==> src/rtl/armstrong_scan_ctrl_if.sv <==
`default_nettype none
// ============================================================================
// Module      : armstrong_scan_ctrl_if
// Description : Chip-select / write / read data bus between the Armstrong
//               scan sequencer (master) and the Armstrong-check peripheral
//               (slave).
//               oChip_select_n - chip select, active low       (master -> slave)
//               oWrite_n       - write enable, active low      (master -> slave)
//               oRead_n        - read enable, active low       (master -> slave)
//               oData[15:0]    - write data {6'b0, number}     (master -> slave)
//               iData[15:0]    - read data, bit0 = verdict     (slave -> master)
// Revision    : 1.0 - initial release
// ============================================================================
interface armstrong_scan_ctrl_if;
  logic        oChip_select_n;
  logic        oWrite_n;
  logic        oRead_n;
  logic [15:0] oData;
  logic [15:0] iData;

  modport master (
    output oChip_select_n,
    output oWrite_n,
    output oRead_n,
    output oData,
    input  iData
  );

  modport slave (
    input  oChip_select_n,
    input  oWrite_n,
    input  oRead_n,
    input  oData,
    output iData
  );
endinterface
`default_nettype wire

==> src/rtl/armstrong_scan_ctrl.sv <==
`default_nettype none
// ============================================================================
// Module      : armstrong_scan_ctrl
// Description : Bus-master sequencer for the Armstrong-number check
//               peripheral. Sweeps [start_num, end_num]; for every value it
//               writes the number, waits out the peripheral's compute
//               pipeline, reads the verdict and reports each hit.
// Ports       : clk, reset (async, active-high)
//               start / start_num / end_num  - host sweep request
//               busy / done                  - sweep status, done is a pulse
//               hit_count / hit_valid / hit_num - hit reporting
//               bus (armstrong_scan_ctrl_if.master) - peripheral bus
//               fifo_pop / fifo_data / fifo_empty / fifo_overflow
//                                            - optional hit FIFO
// Options     : define ARMSTRONG_SCAN_FIFO_EN to build the FIFO_DEPTH-entry
//               hit FIFO; otherwise the FIFO outputs are tied off.
// Revision    : 1.0 - initial release
// ============================================================================
module armstrong_scan_ctrl #(
  parameter int unsigned COMPUTE_CYCLES = 4,
  parameter int unsigned FIFO_DEPTH     = 8
) (
  input  wire logic                         clk,
  input  wire logic                         reset,
  input  wire logic                         start,
  input  wire logic [9:0]                   start_num,
  input  wire logic [9:0]                   end_num,
  output logic                              busy,
  output logic                              done,
  output logic [10:0]                       hit_count,
  output logic                              hit_valid,
  output logic [9:0]                        hit_num,
  armstrong_scan_ctrl_if.master             bus,
  input  wire logic                         fifo_pop,
  output logic [9:0]                        fifo_data,
  output logic                              fifo_empty,
  output logic                              fifo_overflow
);

  // Counter just wide enough to hold COMPUTE_CYCLES-1.
  localparam int unsigned CNT_W = (COMPUTE_CYCLES > 2) ? $clog2(COMPUTE_CYCLES) : 1;
  localparam logic [CNT_W-1:0] CNT_LOAD = CNT_W'(COMPUTE_CYCLES - 1);
  localparam logic [CNT_W-1:0] CNT_ONE  = CNT_W'(1);

  typedef enum logic [2:0] {
    ST_IDLE    = 3'd0,
    ST_WRITE   = 3'd1,
    ST_COMPUTE = 3'd2,
    ST_READ    = 3'd3,
    ST_CAPTURE = 3'd4,
    ST_FINISH  = 3'd5
  } state_t;

  state_t           state_q, state_d;
  logic [CNT_W-1:0] cnt_q, cnt_d;
  logic [9:0]       cur_num_q, cur_num_d;
  logic [9:0]       end_num_q, end_num_d;
  logic [10:0]      hit_count_q, hit_count_d;
  logic [9:0]       hit_num_q, hit_num_d;
  logic             hit_valid_q, hit_valid_d;
  logic             busy_q, busy_d;
  logic             done_q, done_d;
  logic             cs_n_q, cs_n_d;
  logic             wr_n_q, wr_n_d;
  logic             rd_n_q, rd_n_d;
  logic [15:0]      odata_q, odata_d;

  logic             start_accept;  // start taken in IDLE (either range order)
  logic             hit_push;      // verdict sampled as a hit this cycle

  // --------------------------------------------------------------------------
  // Next-state and datapath
  // --------------------------------------------------------------------------
  always_comb begin
    state_d      = state_q;
    cnt_d        = cnt_q;
    cur_num_d    = cur_num_q;
    end_num_d    = end_num_q;
    hit_count_d  = hit_count_q;
    hit_num_d    = hit_num_q;
    hit_valid_d  = 1'b0;
    start_accept = 1'b0;
    hit_push     = 1'b0;

    case (state_q)
      ST_IDLE: begin
        if (start) begin
          start_accept = 1'b1;
          hit_count_d  = '0;
          if (start_num <= end_num) begin
            cur_num_d = start_num;
            end_num_d = end_num;
            state_d   = ST_WRITE;
          end else begin
            // Empty range: report completion without touching the bus.
            state_d = ST_FINISH;
          end
        end
      end
      ST_WRITE: begin
        cnt_d   = CNT_LOAD;
        state_d = ST_COMPUTE;
      end
      ST_COMPUTE: begin
        if (cnt_q == '0) begin
          state_d = ST_READ;
        end else begin
          cnt_d = cnt_q - CNT_ONE;
        end
      end
      ST_READ: begin
        state_d = ST_CAPTURE;
      end
      ST_CAPTURE: begin
        if (bus.iData[0]) begin
          hit_valid_d = 1'b1;
          hit_num_d   = cur_num_q;
          hit_count_d = hit_count_q + 11'd1;
          hit_push    = 1'b1;
        end
        // Equality test (not an increment-and-compare) so end_num=1023
        // terminates without cur_num ever wrapping to 0.
        if (cur_num_q == end_num_q) begin
          state_d = ST_FINISH;
        end else begin
          cur_num_d = cur_num_q + 10'd1;
          state_d   = ST_WRITE;
        end
      end
      ST_FINISH: begin
        state_d = ST_IDLE;
      end
      default: begin
        state_d = ST_IDLE;
      end
    endcase
  end

  // Registered outputs are decoded from the next state so each strobe is
  // valid during exactly the cycle its state is held.
  always_comb begin
    busy_d  = (state_d != ST_IDLE);
    done_d  = (state_d == ST_FINISH);
    cs_n_d  = !((state_d == ST_WRITE) || (state_d == ST_COMPUTE));
    wr_n_d  = (state_d != ST_WRITE);
    rd_n_d  = (state_d != ST_READ);
    odata_d = odata_q;
    if (state_d == ST_WRITE) begin
      odata_d = {6'b0, cur_num_d};
    end
  end

  always_ff @(posedge clk or posedge reset) begin
    if (reset) begin
      state_q     <= ST_IDLE;
      cnt_q       <= '0;
      cur_num_q   <= '0;
      end_num_q   <= '0;
      hit_count_q <= '0;
      hit_num_q   <= '0;
      hit_valid_q <= 1'b0;
      busy_q      <= 1'b0;
      done_q      <= 1'b0;
      cs_n_q      <= 1'b1;
      wr_n_q      <= 1'b1;
      rd_n_q      <= 1'b1;
      odata_q     <= '0;
    end else begin
      state_q     <= state_d;
      cnt_q       <= cnt_d;
      cur_num_q   <= cur_num_d;
      end_num_q   <= end_num_d;
      hit_count_q <= hit_count_d;
      hit_num_q   <= hit_num_d;
      hit_valid_q <= hit_valid_d;
      busy_q      <= busy_d;
      done_q      <= done_d;
      cs_n_q      <= cs_n_d;
      wr_n_q      <= wr_n_d;
      rd_n_q      <= rd_n_d;
      odata_q     <= odata_d;
    end
  end

  assign busy               = busy_q;
  assign done               = done_q;
  assign hit_count          = hit_count_q;
  assign hit_valid          = hit_valid_q;
  assign hit_num            = hit_num_q;
  assign bus.oChip_select_n = cs_n_q;
  assign bus.oWrite_n       = wr_n_q;
  assign bus.oRead_n        = rd_n_q;
  assign bus.oData          = odata_q;

  // Only the verdict bit of the read data carries meaning.
  logic unused_idata;
  assign unused_idata = ^bus.iData[15:1];

  // --------------------------------------------------------------------------
  // Hit FIFO
  // --------------------------------------------------------------------------
`ifdef ARMSTRONG_SCAN_FIFO_EN
  localparam int unsigned AW = $clog2(FIFO_DEPTH);
  localparam logic [AW:0] PTR_ONE = (AW + 1)'(1);

  logic [9:0]  mem_q [FIFO_DEPTH];
  logic [AW:0] wr_ptr_q, wr_ptr_d;
  logic [AW:0] rd_ptr_q, rd_ptr_d;
  logic        overflow_q, overflow_d;
  logic        f_empty;
  logic        f_full;
  logic        do_pop;
  logic        do_push;

  // Pointers carry one extra wrap bit to tell full from empty.
  assign f_empty = (wr_ptr_q == rd_ptr_q);
  assign f_full  = (wr_ptr_q[AW] != rd_ptr_q[AW]) &&
                   (wr_ptr_q[AW-1:0] == rd_ptr_q[AW-1:0]);

  always_comb begin
    do_pop     = fifo_pop && !f_empty;
    // A simultaneous pop frees the slot, so a push into a full FIFO is kept.
    do_push    = hit_push && (!f_full || do_pop);
    wr_ptr_d   = wr_ptr_q;
    rd_ptr_d   = rd_ptr_q;
    overflow_d = overflow_q;
    if (start_accept) begin
      wr_ptr_d   = '0;
      rd_ptr_d   = '0;
      overflow_d = 1'b0;
    end else begin
      if (do_push) begin
        wr_ptr_d = wr_ptr_q + PTR_ONE;
      end
      if (do_pop) begin
        rd_ptr_d = rd_ptr_q + PTR_ONE;
      end
      if (hit_push && !do_push) begin
        overflow_d = 1'b1;
      end
    end
  end

  always_ff @(posedge clk or posedge reset) begin
    if (reset) begin
      wr_ptr_q   <= '0;
      rd_ptr_q   <= '0;
      overflow_q <= 1'b0;
    end else begin
      wr_ptr_q   <= wr_ptr_d;
      rd_ptr_q   <= rd_ptr_d;
      overflow_q <= overflow_d;
    end
  end

  // Storage needs no reset; the pointers define which entries are live.
  always_ff @(posedge clk) begin
    if (do_push) begin
      mem_q[wr_ptr_q[AW-1:0]] <= cur_num_q;
    end
  end

  assign fifo_data     = f_empty ? 10'd0 : mem_q[rd_ptr_q[AW-1:0]];
  assign fifo_empty    = f_empty;
  assign fifo_overflow = overflow_q;
`else
  assign fifo_data     = '0;
  assign fifo_empty    = 1'b1;
  assign fifo_overflow = 1'b0;

  logic unused_fifo;
  assign unused_fifo = ^{fifo_pop, hit_push, start_accept, 32'(FIFO_DEPTH)};
`endif

endmodule
`default_nettype wire

==> src/flat_wrapper.sv <==
// flat-port wrapper written by rule: the top's interface ports become plain ports
module armstrong_scan_ctrl_flat 
#(
  parameter int unsigned COMPUTE_CYCLES = 4,
  parameter int unsigned FIFO_DEPTH     = 8
)
  (clk, reset, start, start_num, end_num, busy, done, hit_count, hit_valid, hit_num, fifo_pop, fifo_data, fifo_empty, fifo_overflow, bus_oChip_select_n, bus_oWrite_n, bus_oRead_n, bus_oData, bus_iData);
  armstrong_scan_ctrl_if bus_i ();
  input  wire logic clk;
  input  wire logic reset;
  input  wire logic start;
  input  wire logic [9:0] start_num;
  input  wire logic [9:0] end_num;
  output logic busy;
  output logic done;
  output logic [10:0] hit_count;
  output logic hit_valid;
  output logic [9:0] hit_num;
  input  wire logic fifo_pop;
  output logic [9:0] fifo_data;
  output logic fifo_empty;
  output logic fifo_overflow;
  output wire logic [$bits(bus_i.oChip_select_n)-1:0] bus_oChip_select_n;
  output wire logic [$bits(bus_i.oWrite_n)-1:0] bus_oWrite_n;
  output wire logic [$bits(bus_i.oRead_n)-1:0] bus_oRead_n;
  output wire logic [$bits(bus_i.oData)-1:0] bus_oData;
  input wire logic [$bits(bus_i.iData)-1:0] bus_iData;
  assign bus_oChip_select_n = bus_i.oChip_select_n;
  assign bus_oWrite_n = bus_i.oWrite_n;
  assign bus_oRead_n = bus_i.oRead_n;
  assign bus_oData = bus_i.oData;
  assign bus_i.iData = bus_iData;
  armstrong_scan_ctrl #(.COMPUTE_CYCLES(COMPUTE_CYCLES), .FIFO_DEPTH(FIFO_DEPTH)) u_core (.clk(clk), .reset(reset), .start(start), .start_num(start_num), .end_num(end_num), .busy(busy), .done(done), .hit_count(hit_count), .hit_valid(hit_valid), .hit_num(hit_num), .bus(bus_i), .fifo_pop(fifo_pop), .fifo_data(fifo_data), .fifo_empty(fifo_empty), .fifo_overflow(fifo_overflow));
endmodule
==> config.mk <==
export PLATFORM = sky130hd
export DESIGN_NAME = armstrong_scan_ctrl_flat
export DESIGN_NICKNAME = d
export VERILOG_FILES = /design/src/rtl/armstrong_scan_ctrl_if.sv /design/src/rtl/armstrong_scan_ctrl.sv /design/src/flat_wrapper.sv
export SDC_FILE = /design/constraint.sdc
export NUM_CORES = 1
export LEC_CHECK = 0
export ABC_CLOCK_PERIOD_IN_PS = 1940
export CAP_MARGIN = 20
export CORE_MARGIN = 4
export CORE_UTILIZATION = 39
export DETAILED_ROUTE_END_ITERATION = 16
export PLACE_DENSITY_LB_ADDON = 0.2
export SETUP_SLACK_MARGIN = 0.05
export SYNTH_ARGS = -nofsm -noshare
export SYNTH_HDL_FRONTEND = slang
export SYNTH_SLANG_ARGS = --single-unit
export TNS_END_PERCENT = 50
==> constraint.sdc <==
create_clock -name clk -period 1.94 [get_ports clk]
set_input_delay 0.388 -clock clk [delete_from_list [all_inputs] [get_ports clk]]
set_output_delay 0.388 -clock clk [all_outputs]
set_load 0.05 [all_outputs]
* Word-level counts from Yosys, hierarchy flattened *
Index checks and enable logic that the tools add are counted.

word-level totals
  input bits = 40
  output and inout port bits = 55
  bits in registers = 62
  word-level logic and storage cells = 57

operators by class
  reductions and logical operators = 11
  $lt $le $gt $ge = 1
  $add $sub $neg = 3
  muxes and demuxes = 16
  eq/ne operators = 13

operators with widths
  cell                   count
  $mux 10                3
  $mux 11                2
  $pmux 11 s2            1
  $pmux 10 s2            1
  $pmux 3 s5             1
  $mux 3                 4
  $add 11x1->11 const B  1
  $add 10x1->10 const B  1
  $eq 10x10->1           1
  $le 10x10->1           1
  $eq 3x2->1 const B     3
  $eq 3x1->1 const B     2
  $eq 3x3->1 const B     2
  $ne 2x2->1 const B     3
  $reduce_and 3->1       2
  $pmux 2 s2             1
  $reduce_and 2->1       2
  $reduce_bool 2->1      2
  $logic_not 3->1        1
  $ne 3x1->1 const B     1
  $ne 3x2->1 const B     1
  $reduce_bool 3->1      1
  $logic_not 2->1        1
  $mux 1                 2
  other kinds (4)        4

* Logic depth before layout (Yosys ltp) *
  depth in word-level cells = 7
  mapped depth = 9

* Worst setup path before layout *
OpenSTA, ideal clock, no wires.

  path type = input -> register
  from = input port end_num[7]
  to = register u_core.odata_q[2], in the netlist u_core.bus.oData[2]
  arrival time = 2317 ps
  cell stages on the path = 8
  data required time = 1815 ps
  library setup time = 125 ps
  slack = -502 ps
  cell sequence = inv_1 ha_1 a211oi_2 nor2_1 a2111oi_4 o32ai_4 nor2_8 mux2_2

between the ends
  word-level cells in the longest chain between the ends = 5
  elaborated cells on any way between the ends = 8

RTL lines
  element               line                        RTL
  from (decl)           flat_wrapper.sv:13          input wire logic [9:0] end_num;
  $le 10x10->1 *        armstrong_scan_ctrl.sv:90   if (start_num <= end_num) begin
  $mux 3                armstrong_scan_ctrl.sv:90
  $mux 3                armstrong_scan_ctrl.sv:87   if (start) begin
  $pmux 3 s5            armstrong_scan_ctrl.sv:85   case (state_q)
  $eq 3x1->1            armstrong_scan_ctrl.sv:148  if (state_d == ST_WRITE) begin
  to (signal assigned)  armstrong_scan_ctrl.sv:181  odata_q <= odata_d;
  to (decl)             armstrong_scan_ctrl.sv:66   logic [15:0] odata_q, odata_d;

Mark *: on every way between the ends. The rest lies on a longest branch, timed or not.
A chain may end at the register's enable or synchronous reset.

* Worst setup path in the final report *
  from = input port end_num[5]
  to = register u_core.odata_q[0], in the netlist u_core.bus.oData[0]

Same word-level chain as after synthesis.

==> impl_metrics.toml <==
[detailed_routing]
ant_nets = 0
firstDrtPassIters = 4
drt_wl_total_mm = 10.4
routed_via_density = 5.17
drc = 0
num_vias = 3270
wire_per_inst_um = 16.4
drtIter0Drc = 123

[synth]
synth_seq_cells = 62
yosys_warnings = 0
syn_area_mm2 = 0.00358
post_synth.cell_area_avg_um2 = 10.2
ys_seq_area_frac = 0.435
synth_cell_type_count = 68
synthFlopType = "dfrtp_1"
syn_inst = 352
synth-edff-count = 0
synthArstFlopShare = 1.00

[clocking]
htree_num_levels = 3
cts_buffers = 9
path_clk_slew_ns = 0.08
cts_root_buffer = "clkbuf_8"
cts_hold_buf = 0
clk_latency_ns = 0.35
numClockSinks = 62
clockBufferDepth = 2
cts_tree = "done"

[place]
gp_congestion = 0.854
place_inst = 582
dp_hpwl_mm = 7.28
pre_cts_slack_ns = -1.06
io_buffers = 60

[pwr]
p_per_area_mw_per_mm2 = 1580
p_leak_uw = 0.00271
ir_drop_v = 0.000595

[timing]
fin_crit_sh = 1.08
relSlewSlack = 0.664
finalClockSkew_ns = 0.00903
fin_ws_ns = -0.155
tns_ns = -1.96
whs_ns = 0.361
final_hold_viol_count = 0
min_period_ns = 2.09
worst_slew_pin_slew_ns = 0.503
rsz0062_at_grt = "yes"
finalSetupViolCount = 24
slew_viol_final = 0
fmax_mhz = 477

[die]
dieArea_mm2 = 0.0108
initial_utilization = 0.406
io_pins = 95
die_h_um = 104
num_rows = 34
die_w_um = 104
core_mm2 = 0.00881

[grt]
antenna_found_initial = 0
track_usage = 0.198
grt_pass1_wl_mm = 17.3
overflow = 0
grt_pass1_vias = 3479
grt_max_degree = 63

[setup_path]
worstSetupStartpoint = "end_num[5]"
worstPathRequired_ns = 2.18
reg2reg_from = "u_core.cur_num_q[1]"
critPathMaxFanout = 4
cp-start-kind = "primary input"
arrival_ns = 2.34
critPathCaptureType = "register"
crit_type = "primary input to register"

[worst_hold_path]
min_from = "end_num[3]"
worstHoldPathType = "primary input to register"

[job]
maxCapViolCount = 0

[status]
status = "complete, but fails checks"
violations = "setup timing"

[final_layout]
area_growth_pct = 60.9
nets = 572
diodes = 0
drive_gt1_frac = 0.519
final-instance-count-excl-fill = 632
-- synthesized netlist by cell type, types with 3 or more instances --
cell | count | area share
a21o_1 | 4 | 0.0084
a21oi_1 | 7 | 0.0098
a31oi_1 | 3 | 0.0052
and2_1 | 3 | 0.0052
and3_1 | 4 | 0.0070
buf_4 | 18 | 0.038
buf_6 | 3 | 0.0094
clkbuf_1 | 9 | 0.0094
dfrtp_1 | 59 | 0.41
dfstp_2 | 3 | 0.022
ha_1 | 13 | 0.045
inv_1 | 21 | 0.022
mux2_2 | 16 | 0.050
mux2i_1 | 3 | 0.0084
nand2_1 | 26 | 0.027
nand3_1 | 8 | 0.011
nand4_1 | 10 | 0.017
nor2_1 | 30 | 0.031
nor3_1 | 8 | 0.011
o211ai_1 | 5 | 0.010
o21ai_0 | 18 | 0.025
o21ai_2 | 3 | 0.0073
o31ai_1 | 4 | 0.0084
xor2_1 | 18 | 0.044
-- sequential cells by signal, summed over array words and instances, names as in the netlist --
signal                     count
u_core.state_q                 3
u_core.hit_count              11
u_core.hit_num                10
u_core.bus.oData              10
u_core.cnt_q                   2
u_core.busy                    1
u_core.bus.oWrite_n            1
u_core.hit_valid               1
u_core.bus.oRead_n             1
u_core.bus.oChip_select_n      1
u_core.cur_num_q              10
u_core.end_num_q              10
u_core.done                    1
-- cells by family (layout without fill, tap and decap cells) --
kind of cell             Yosys count  after routing  share of synthesized area
AO/OA/AOI/OAI                     74             74                      0.161
adder cells (fa/ha/maj)           13             13                     0.0455
multiplexers                      21             21                     0.0672
XOR/XNOR                          20             20                     0.0490
flip-flops                        62             62                      0.435
buffers and inverters             56            212                     0.0885
other                              2             18                    0.00210
AND/OR/NAND/NOR                  104            104                      0.152
-- where the power goes --
part	switching, uW	internal [uW]	leakage [uW]
Combinational	3090	2310	0.00184
Clock	603	876	0.000127
Sequential	363	1830	0.000748
Total	4060	5020	0.00271
-- area by class of cell --
type                       instances  area, um^2
fill                             707        3050
multi-input combinational        250        2190
sequential                        62        1560
timing repair buffer             174        1510
tap                              108         135
clock inverter                     7         128
clock buffer                       9         124
inverter                          22         111
-- critical path: stages --
cell	delay [ns]
buf_8	0.08
inv_4	0.03
ha_4	0.26
nand4_1	0.21
a211oi_4	0.33
a2111oi_4	0.07
buf_6	0.14
buf_6	0.12
o32a_2	0.40
a21o_2	0.22
o31a_1	0.09
-- routing by layer --
layer / track usage / up-vias / part of all wire
met1: 0.243 / 1582 / 0.43
met2: 0.332 / 103 / 0.49
met4: 0.0807 / 0 / 0.029
li1: - / 1558 / -
met3: 0.0516 / 27 / 0.052
met5: 0 / - / 0
-- metrics by stage --
step,utilization,cell area [um^2],total power [uW]
final,0.654,5760,9080
after global routing,0.654,5760,9610
after CTS,0.632,5560,8850
after detailed placement,0.554,4880,7000
after global placement,0.554,4880,6930
after floorplan,-,3810,5270
-- cells in the final DEF (no fill, tap or decap), types with 4 or more instances in the layout --
master         count
buf_4            115
a21o_1             4
o21ai_2            5
nor3_1             6
inv_1              9
buf_6             32
inv_6              4
o21ai_0            6
dfrtp_1           58
nand3_1            8
xor2_1            18
o211ai_1           5
ha_4               9
inv_2              7
o21ai_1            9
nand2_1           23
nand4_1           10
conb_1            18
mux2_4             7
clkbuf_8           9
dlygate4sd2_1     13
a21oi_1            4
nor2_1            25
mux2_2            11
-- worst paths after layout --
path	depth (start not counted)	slack, ns	end
min in group asynchronous	3	0.47	u_core.state_q[2]
hold reg to reg	1	0.51	u_core.hit_num[1]
max in group asynchronous	3	1.17	u_core.bus.oWrite_n
setup / recovery	11	-0.15	u_core.bus.oData[0]
hold / removal	4	0.36	u_core.end_num_q[3]
setup reg to reg	8	-0.11	u_core.bus.oData[8]
-- what timing repair did --
action / CTS / global route
endpoints found under the setup margin: 46 / 38
buffers inserted: 35 / 3
pin swaps: 42 / 8
gates resized for setup: 150 / 40
Note: power is estimated with default switching activity, not from simulation.
